### src/rtl/bexkat1_intunit_pkg.sv
// bexkat1Def: shared types for the bexkat1 integer unit.
//   intfunc_t    - integer-unit operation code (codes 12-15 are undefined).
//   intu_state_t - integer-unit sequencing states.
package bexkat1Def;

  typedef enum logic [3:0] {
    INT_MUL   = 4'd0,
    INT_DIV   = 4'd1,
    INT_MOD   = 4'd2,
    INT_MULU  = 4'd3,
    INT_DIVU  = 4'd4,
    INT_MODU  = 4'd5,
    INT_MULX  = 4'd6,
    INT_MULUX = 4'd7,
    INT_EXT   = 4'd8,
    INT_EXTB  = 4'd9,
    INT_COM   = 4'd10,
    INT_NEG   = 4'd11
  } intfunc_t;

  typedef enum logic [2:0] {
    IU_IDLE,
    IU_MUL,
    IU_DIV,
    IU_FIX,
    IU_DONE
  } intu_state_t;

  localparam int unsigned DivSteps = 32;

  function automatic logic is_mul(intfunc_t f);
    return f inside {INT_MUL, INT_MULU, INT_MULX, INT_MULUX};
  endfunction

  function automatic logic is_div(intfunc_t f);
    return f inside {INT_DIV, INT_MOD, INT_DIVU, INT_MODU};
  endfunction

  function automatic logic is_signed_op(intfunc_t f);
    return f inside {INT_MUL, INT_MULX, INT_DIV, INT_MOD};
  endfunction

  function automatic logic is_rem(intfunc_t f);
    return f inside {INT_MOD, INT_MODU};
  endfunction

endpackage

### src/rtl/bexkat1_intunit_divider.sv
// bexkat1_divider: unsigned 32-step restoring divider, one quotient bit per cycle, MSB first.
//   clk_i, rst_i      - clock, synchronous active-high reset
//   start_i           - load operands (ignored-free: restarts any running division)
//   dividend_i/_o etc - unsigned operands; quotient_o/remainder_o valid after done_o
//   done_o            - high during the final iteration cycle; results valid from the next cycle
module bexkat1_divider
  import bexkat1Def::*;
(
  input  logic        clk_i,
  input  logic        rst_i,
  input  logic        start_i,
  input  logic [31:0] dividend_i,
  input  logic [31:0] divisor_i,
  output logic        done_o,
  output logic [31:0] quotient_o,
  output logic [31:0] remainder_o
);

  // rq_q holds {partial remainder, remaining dividend bits / quotient bits}.
  logic [63:0] rq_q;
  logic [31:0] divisor_q;
  logic [4:0]  cnt_q;
  logic        run_q;

  logic [32:0] partial;
  logic        fits;
  logic [31:0] diff;
  logic [63:0] step;

  always_comb begin
    partial = rq_q[63:31];
    fits    = partial >= {1'b0, divisor_q};
    // When the trial subtraction fits, the difference is below the divisor so 32 bits suffice.
    diff    = partial[31:0] - divisor_q;
    step    = fits ? {diff, rq_q[30:0], 1'b1} : {rq_q[62:0], 1'b0};
  end

  assign done_o      = run_q && (cnt_q == 5'd0);
  assign quotient_o  = rq_q[31:0];
  assign remainder_o = rq_q[63:32];

  always_ff @(posedge clk_i) begin
    if (rst_i) begin
      rq_q      <= '0;
      divisor_q <= '0;
      cnt_q     <= '0;
      run_q     <= 1'b0;
    end else if (start_i) begin
      rq_q      <= {32'd0, dividend_i};
      divisor_q <= divisor_i;
      cnt_q     <= 5'(DivSteps - 1);
      run_q     <= 1'b1;
    end else if (run_q) begin
      rq_q  <= step;
      cnt_q <= cnt_q - 5'd1;
      if (cnt_q == 5'd0) run_q <= 1'b0;
    end
  end

endmodule

### src/rtl/bexkat1_intunit.sv
// bexkat1_intunit: multi-cycle integer unit (mul/div/mod/extend/complement/negate).
//   clk_i, rst_i   - clock, synchronous active-high reset
//   start_i        - begin an operation; sampled only in IU_IDLE
//   func_i         - operation code (intfunc_t)
//   in1_i, in2_i   - operands A and B (A is the sole operand for unary ops)
//   busy_o         - high from the cycle after accept through the done_o cycle
//   done_o         - one-cycle pulse, out_o valid; out_o then held until the next result
//   div0_o         - divide/modulo by zero flag, valid with done_o
module bexkat1_intunit
  import bexkat1Def::*;
#(
  parameter int unsigned WIDTH = 32
) (
  input  logic             clk_i,
  input  logic             rst_i,
  input  logic             start_i,
  input  intfunc_t         func_i,
  input  logic [WIDTH-1:0] in1_i,
  input  logic [WIDTH-1:0] in2_i,
  output logic             busy_o,
  output logic             done_o,
  output logic [WIDTH-1:0] out_o,
  output logic             div0_o
);

  intu_state_t state_q;
  intfunc_t    func_q;
  logic [31:0] in1_q, in2_q;
  logic [63:0] prod_q;
  logic [31:0] fix_q;
  logic        qneg_q, rneg_q, zero_q;
  logic        busy_q, done_q, div0_q;
  logic [31:0] out_q;

  // Operand magnitudes are taken straight from the inputs so the divider loads at accept.
  logic        a_neg, b_neg, accept, div_start, div_done;
  logic [31:0] a_mag, b_mag, quot_mag, rem_mag;

  always_comb begin
    accept    = (state_q == IU_IDLE) && start_i;
    a_neg     = is_signed_op(func_i) && in1_i[31];
    b_neg     = is_signed_op(func_i) && in2_i[31];
    a_mag     = a_neg ? 32'd0 - in1_i : in1_i;
    b_mag     = b_neg ? 32'd0 - in2_i : in2_i;
    div_start = accept && is_div(func_i);
  end

  bexkat1_divider u_divider (
    .clk_i       (clk_i),
    .rst_i       (rst_i),
    .start_i     (div_start),
    .dividend_i  (a_mag),
    .divisor_i   (b_mag),
    .done_o      (div_done),
    .quotient_o  (quot_mag),
    .remainder_o (rem_mag)
  );

  // 33x33 signed multiply: the extra top bit selects signed or unsigned interpretation.
  logic [32:0] mul_a, mul_b;
  logic [63:0] prod_next;

  always_comb begin
    mul_a     = {is_signed_op(func_q) & in1_q[31], in1_q};
    mul_b     = {is_signed_op(func_q) & in2_q[31], in2_q};
    prod_next = 64'($signed(mul_a)) * 64'($signed(mul_b));
  end

  logic [31:0] quot_fix, rem_fix, fix_next, result;

  always_comb begin
    // Divide by zero: the iteration leaves the dividend in the remainder; force all-ones quotient.
    quot_fix = zero_q ? 32'hFFFF_FFFF : (qneg_q ? 32'd0 - quot_mag : quot_mag);
    rem_fix  = rneg_q ? 32'd0 - rem_mag : rem_mag;
    fix_next = is_rem(func_q) ? rem_fix : quot_fix;
  end

  always_comb begin
    result = '0;
    case (func_q)
      INT_EXT:                       result = {{16{in1_q[15]}}, in1_q[15:0]};
      INT_EXTB:                      result = {{24{in1_q[7]}}, in1_q[7:0]};
      INT_COM:                       result = ~in1_q;
      INT_NEG:                       result = 32'd0 - in1_q;
      INT_MUL, INT_MULU:             result = prod_q[31:0];
      INT_MULX, INT_MULUX:           result = prod_q[63:32];
      INT_DIV, INT_MOD, INT_DIVU,
      INT_MODU:                      result = fix_q;
      default:                       result = '0;
    endcase
  end

  always_ff @(posedge clk_i) begin
    if (rst_i) begin
      state_q <= IU_IDLE;
      func_q  <= INT_MUL;
      in1_q   <= '0;
      in2_q   <= '0;
      prod_q  <= '0;
      fix_q   <= '0;
      qneg_q  <= 1'b0;
      rneg_q  <= 1'b0;
      zero_q  <= 1'b0;
      busy_q  <= 1'b0;
      done_q  <= 1'b0;
      div0_q  <= 1'b0;
      out_q   <= '0;
    end else begin
      done_q <= 1'b0;
      div0_q <= 1'b0;
      unique case (state_q)
        IU_IDLE: begin
          if (accept) begin
            func_q <= func_i;
            in1_q  <= in1_i;
            in2_q  <= in2_i;
            qneg_q <= a_neg ^ b_neg;
            rneg_q <= a_neg;
            zero_q <= (in2_i == 32'd0);
            busy_q <= 1'b1;
            if (is_mul(func_i))      state_q <= IU_MUL;
            else if (is_div(func_i)) state_q <= IU_DIV;
            else                     state_q <= IU_DONE;
          end else begin
            busy_q <= 1'b0;
          end
        end
        IU_MUL: begin
          prod_q  <= prod_next;
          state_q <= IU_DONE;
        end
        IU_DIV: begin
          if (div_done) state_q <= IU_FIX;
        end
        IU_FIX: begin
          fix_q   <= fix_next;
          state_q <= IU_DONE;
        end
        IU_DONE: begin
          done_q  <= 1'b1;
          out_q   <= result;
          div0_q  <= is_div(func_q) && zero_q;
          state_q <= IU_IDLE;
        end
        default: state_q <= IU_IDLE;
      endcase
    end
  end

  assign busy_o = busy_q;
  assign done_o = done_q;
  assign out_o  = out_q;
  assign div0_o = div0_q;

endmodule
### config.mk
export PLATFORM = sky130hd
export DESIGN_NAME = bexkat1_intunit
export DESIGN_NICKNAME = d
export VERILOG_FILES = /design/src/rtl/bexkat1_intunit_pkg.sv /design/src/rtl/bexkat1_intunit_divider.sv /design/src/rtl/bexkat1_intunit.sv
export SDC_FILE = /design/constraint.sdc
export NUM_CORES = 2
export LEC_CHECK = 0
export CAP_MARGIN = 30
export CORE_ASPECT_RATIO = 2
export CORE_MARGIN = 2
export CORE_UTILIZATION = 23
export DETAILED_ROUTE_END_ITERATION = 10
export REMOVE_ABC_BUFFERS = 1
export SYNTH_ARGS = -nofsm -noshare
export SYNTH_HDL_FRONTEND = slang
export SYNTH_SLANG_ARGS = --single-unit
### constraint.sdc
create_clock -name clk_i -period 11.2 [get_ports clk_i]
set_input_delay 2.24 -clock clk_i [delete_from_list [all_inputs] [get_ports clk_i]]
set_output_delay 2.24 -clock clk_i [all_outputs]
set_load 0.1 [all_outputs]
==> impl.org <==
** Outcome
- The flow ran to the end, and the final reports show no timing, DRC or antenna violations.

** Yosys
- Number of synthesized register bits :: a little over 300
- Post-synthesis compound-gate area fraction :: 0.103
- After synthesis, the share of cell area in mux cells is 0.00744.
- Counting every instance in the synthesized netlist gives 6492.
- The synthesized netlist occupies a cell area of roughly 55000 um2.
- In this run, synthesis inferred 0 flip-flops with an integrated enable.
- In the synthesized netlist the dominant register cell turns out to be sky130_fd_sc_hd__dfxtp_1.
- After synthesis, the share of flip-flops with an asynchronous set or reset is 0.
- Post-synth top area share :: 0.409
- Adder-cell share of the synthesized area :: 0.466
- Yosys synthesis warning count :: 0
- Largest family of logic cells by synthesized area :: adder cells
- Counting distinct cell types in the post-synthesis netlist gives 67.
- Share of synthesized cell area in and, or, nand and nor gates :: 0.165
- Xor-xnor portion of the synthesized cell area :: 0.0386
- Of all cell types, the one taking the most synthesized area is sky130_fd_sc_hd__fa_1.
- Cell types occupying the most area after synthesis :: sky130_fd_sc_hd__fa_1 (41%), sky130_fd_sc_hd__dfxtp_1 (11%), sky130_fd_sc_hd__inv_1 (8.0%)
- Each instance of the synthesized netlist takes up on average 8.50 um2.
- Sequential area share after synthesis :: 0.111

** Setup path
- Startpoint of the worst-slack reg-to-reg timing path :: func_q[1]
- STA classifies the critical path endpoint as a register.
- Cell seen most often among critical-path stages :: sky130_fd_sc_hd__fa_1
- Counting cells, the worst reg-to-reg path comes to 28.
- Category of the critical setup timing path :: reg -> reg
- Delay of the slowest cell on the worst path :: 0.94 ns
- R2r endpoint :: prod_q[61]
- Worst Setup Start Kind :: register
- In this run the worst path has a maximum fanout of 26.
- The slowest stage of the critical path is the sky130_fd_sc_hd__dfxtp_1 cell.
- Across all register-to-register paths, the minimum setup slack is 1.0 ns.
- Data arrival time of the critical path :: 10.72 ns
- STA puts the critical path data required time at 11.72 ns.

** Floorplan
- 106 I/O pins were placed.
- The floorplan has 254 rows.
- Full die area :: 244000 um2
- Starting density of the core :: 0.231
- Die outline height :: approximately 700 um
- In this run the horizontal extent of the chip is 350 um.
- In this run the standard cell core region covers between 200000 and 250000 um2.

** Timing
- After layout, the minimum clock period comes to 10.20 ns.
- Max-slew violation count :: 0
- Number of endpoints failing setup at the final stage :: 0
- In the finished design, the share of the clock period the worst path needs comes to 0.911.
- Max Fclk :: around 98 MHz
- The final hold violation count is 0.
- Setup repair after global routing missed its margin :: false
- For the final routed database, the setup TNS stands at 0 ns.
- Hold slack final :: roughly 0.45 ns
- In this run the tightest slew margin relative to its limit is 0.268.
- Across all setup checks in the final design, the least slack found is ~1 ns.
- Clk_skew :: 0.0269 ns
- At the pin with the least slew margin, the transition time is 1.09 ns.

** Finish
- Area Overhead vs Synth :: 11.6%
- After the last flow step, the layout net total stands at 7801.
- Fill cell total of the finished layout :: between 20k and 30k
- Post-route standard cell area excluding fillers :: 61600 um2
- Layout cells sized above 1 :: 0.0383
- Finished Layout Cells :: 9583

** Clock network
- Clock transition at the registers of the reported paths :: about 0.060 ns
- CTS tree :: yes
- Clock tree synthesis found a total of around 300 sinks.
- In this run the clock root is driven by a sky130_fd_sc_hd__clkbuf_16.
- CTS-repair resized insts :: 0
- Number of buffers created by CTS :: 35
- Hold Buf Count CTS :: 0
- Buffers added to address setup during post-CTS repair amount to 0.
- In this run the number of H-tree levels came out at 2.
- Clock latency reported for the late side of the worst-skew pair :: 0.58 ns
- Max Buffers Root-to-Sink :: 3

** GRT
- The initial antenna violation count is 14.
- Vias in the first global route :: just over 50k
- Total global routing overflow :: 0
- All-layer global routing usage :: 0.174
- For met2 alone, demand over resource in global routing was 0.329.
- In the global route stage, met3 resource usage came out at 0.0215.
- In the global route stage, met1 resource usage came out at 0.159.
- Global-route wire length before repair :: between 300 and 400 mm
- The global routing stage identified its most utilized layer as met2.
- Entering global routing, the biggest net connects around 140 pins.

** Place
- The placed instances occupy a cell area of 60400 um2.
- Worst setup slack after placement :: 1.13 ns
- Buffers placed on the I/O ports in this run total about 110.
- At the end of routability-driven placement, the weighted congestion stood at 0.959.
- The HPWL after detailed placement is 170 mm.
- Counting tap cells, the placed design contains a total of 9516 instances.

** Run
- Total of max-cap violations :: 0

** Power and ir drop
- IR analysis of the VDD net gives a maximum drop of roughly 0.086 mV.
- The analysis attributes to cell leakage a power of 25.4 nW.
- Ratio of total power to cell area :: around 98 nW/um2

** Routing
- Wires add up to around 210 mm.
- In the final routed layout, each cell accounts on average for about 22 um.
- After the first detailed-routing iteration, the DRC count stood at between 3k and 4k.
- In the routed design, unresolved DRC markers number 0.
- Via count :: 45.9k
- The count of nets left with antenna violations once routing finished came out at 0.
- In the routed layout, each cell is associated on average with a via count of 4.79.
- The first detailed-routing pass ran for 5 iterations.

** Min path
- The worst hold path was traced through 2 stages.
- The worst hold path terminates at u_divider.divisor_q[22].
- In this run the most critical hold path is launched from u_divider.divisor_q[22].
- The min-delay analysis places its worst path in the category reg -> reg.
-- sequential cells by signal, summed over array words and instances (netlist names), 3 cells and up --
name / flops
state_q: 3
in1_q: 32
prod_q: 64
in2_q: 32
u_divider.cnt_q: 5
fix_q: 32
u_divider.divisor_q: 32
u_divider.rq_q: 64
out_o: 32
func_q: 4
-- cells by family after synthesis --
kind of cell    after synthesis
mux                          41
fa+ha+maj                  1377
flops                       307
simple gates               2017
compound gates              910
xor+xnor                    243
buf+inv                    1597
-- layer usage --
layer	share of wire	vias to the layer above
met3	0.048	934
met2	0.53	1889
met1	0.31	23443
met4	0.11	6
met5	0.00017	-
li1	-	19644
-- critical path, delay by kind of cell (launching register included) --
family          cells  cell delay, ns
flops               1            0.94
compound gates      9            2.07
simple gates        5            1.85
fa+ha+maj           9            4.71
buf+inv             5            0.54
-- worst max-delay path by stage --
| stage | end | slack [ns] | startpoint |
|---|---|---|---|
| 2_1_floorplan | u_divider.rq_q[34] | 1.49 | start_i |
| 3_5_place_dp | prod_q[61] | 1.13 | func_q[1] |
| 5_1_grt | prod_q[61] | 0.51 | func_q[1] |
| 6_report | prod_q[61] | 1.0 | func_q[1] |
| 4_1_cts | prod_q[61] | 1.10 | func_q[1] |
| 3_3_place_gp | prod_q[61] | 1.08 | func_q[1] |
-- stage by stage --
step                utilization  power [mW]
CTS                       0.258        6.01
global placement          0.250        4.76
floorplan                     -        3.45
finish                    0.258        6.02
detailed placement        0.253        4.80
global route              0.258        6.39
-- Yosys cell counts, types with 7 or more instances --
cell / count
sky130_fd_sc_hd__xor2_1: 130
sky130_fd_sc_hd__o211ai_1: 9
sky130_fd_sc_hd__a32o_1: 8
sky130_fd_sc_hd__a21o_1: 47
sky130_fd_sc_hd__dfxtp_1: 307
sky130_fd_sc_hd__and3_1: 32
sky130_fd_sc_hd__nand3_1: 45
sky130_fd_sc_hd__inv_1: 1174
sky130_fd_sc_hd__clkbuf_1: 372
sky130_fd_sc_hd__or2_2: 10
sky130_fd_sc_hd__a22oi_1: 31
sky130_fd_sc_hd__nand4_1: 12
sky130_fd_sc_hd__ha_1: 251
sky130_fd_sc_hd__and2_1: 344
sky130_fd_sc_hd__a221oi_1: 47
sky130_fd_sc_hd__o21a_1: 21
sky130_fd_sc_hd__buf_1: 50
sky130_fd_sc_hd__or3_1: 18
sky130_fd_sc_hd__mux2i_1: 41
sky130_fd_sc_hd__nor2_1: 288
sky130_fd_sc_hd__nor4_1: 28
sky130_fd_sc_hd__fa_1: 1126
sky130_fd_sc_hd__o21bai_1: 17
sky130_fd_sc_hd__xnor2_1: 113
sky130_fd_sc_hd__o31ai_1: 33
sky130_fd_sc_hd__o21ai_0: 188
sky130_fd_sc_hd__nand2_1: 1111
sky130_fd_sc_hd__nor2b_1: 19
sky130_fd_sc_hd__o41ai_1: 17
sky130_fd_sc_hd__a211oi_1: 82
sky130_fd_sc_hd__or4_1: 14
sky130_fd_sc_hd__nand2b_1: 13
sky130_fd_sc_hd__nor3_1: 41
sky130_fd_sc_hd__a221o_1: 7
sky130_fd_sc_hd__a31oi_1: 31
sky130_fd_sc_hd__nand3b_1: 16
sky130_fd_sc_hd__a21oi_1: 327
-- layout by cell type, fill, tap and decap left out, types with 21 or more instances in the layout --
cell                              count
sky130_fd_sc_hd__a211oi_1            82
sky130_fd_sc_hd__o21ai_0            188
sky130_fd_sc_hd__xnor2_1            113
sky130_fd_sc_hd__nand3_1             44
sky130_fd_sc_hd__buf_4              105
sky130_fd_sc_hd__inv_1             1174
sky130_fd_sc_hd__buf_16              26
sky130_fd_sc_hd__a21oi_1            326
sky130_fd_sc_hd__nand2_1           1110
sky130_fd_sc_hd__nor2_1             283
sky130_fd_sc_hd__clkbuf_16           35
sky130_fd_sc_hd__xor2_1             130
sky130_fd_sc_hd__ha_1               251
sky130_fd_sc_hd__mux2i_1             41
sky130_fd_sc_hd__nor3_1              38
sky130_fd_sc_hd__and3_1              32
sky130_fd_sc_hd__o31ai_1             33
sky130_fd_sc_hd__clkdlybuf4s50_1    104
sky130_fd_sc_hd__a22oi_1             31
sky130_fd_sc_hd__and2_1             344
sky130_fd_sc_hd__a21o_1              47
sky130_fd_sc_hd__o21a_1              21
sky130_fd_sc_hd__a221oi_1            47
sky130_fd_sc_hd__nor4_1              26
sky130_fd_sc_hd__fa_1              1126
sky130_fd_sc_hd__dfxtp_1            296
sky130_fd_sc_hd__a31oi_1             31
-- layout make-up --
class,count,area (um2),share of cell area
tap,3200,4000,0.0650
clock buffer,45,953,0.0155
sequential,307,6160,0.100
antenna,6,15.0,0.000244
inverter,1174,4410,0.0716
timing repair buffer,247,2760,0.0448
clock inverter,16,174,0.00283
multi-input combinational,4588,43100,0.700
-- where the power goes --
part | switching (mW) | total, mW | internal (mW)
Combinational | 2.28 | 3.51 | 1.23
Sequential | 0.150 | 1.32 | 1.17
Clock | 0.517 | 1.19 | 0.674
Note: power is estimated with default switching activity, not from simulation.
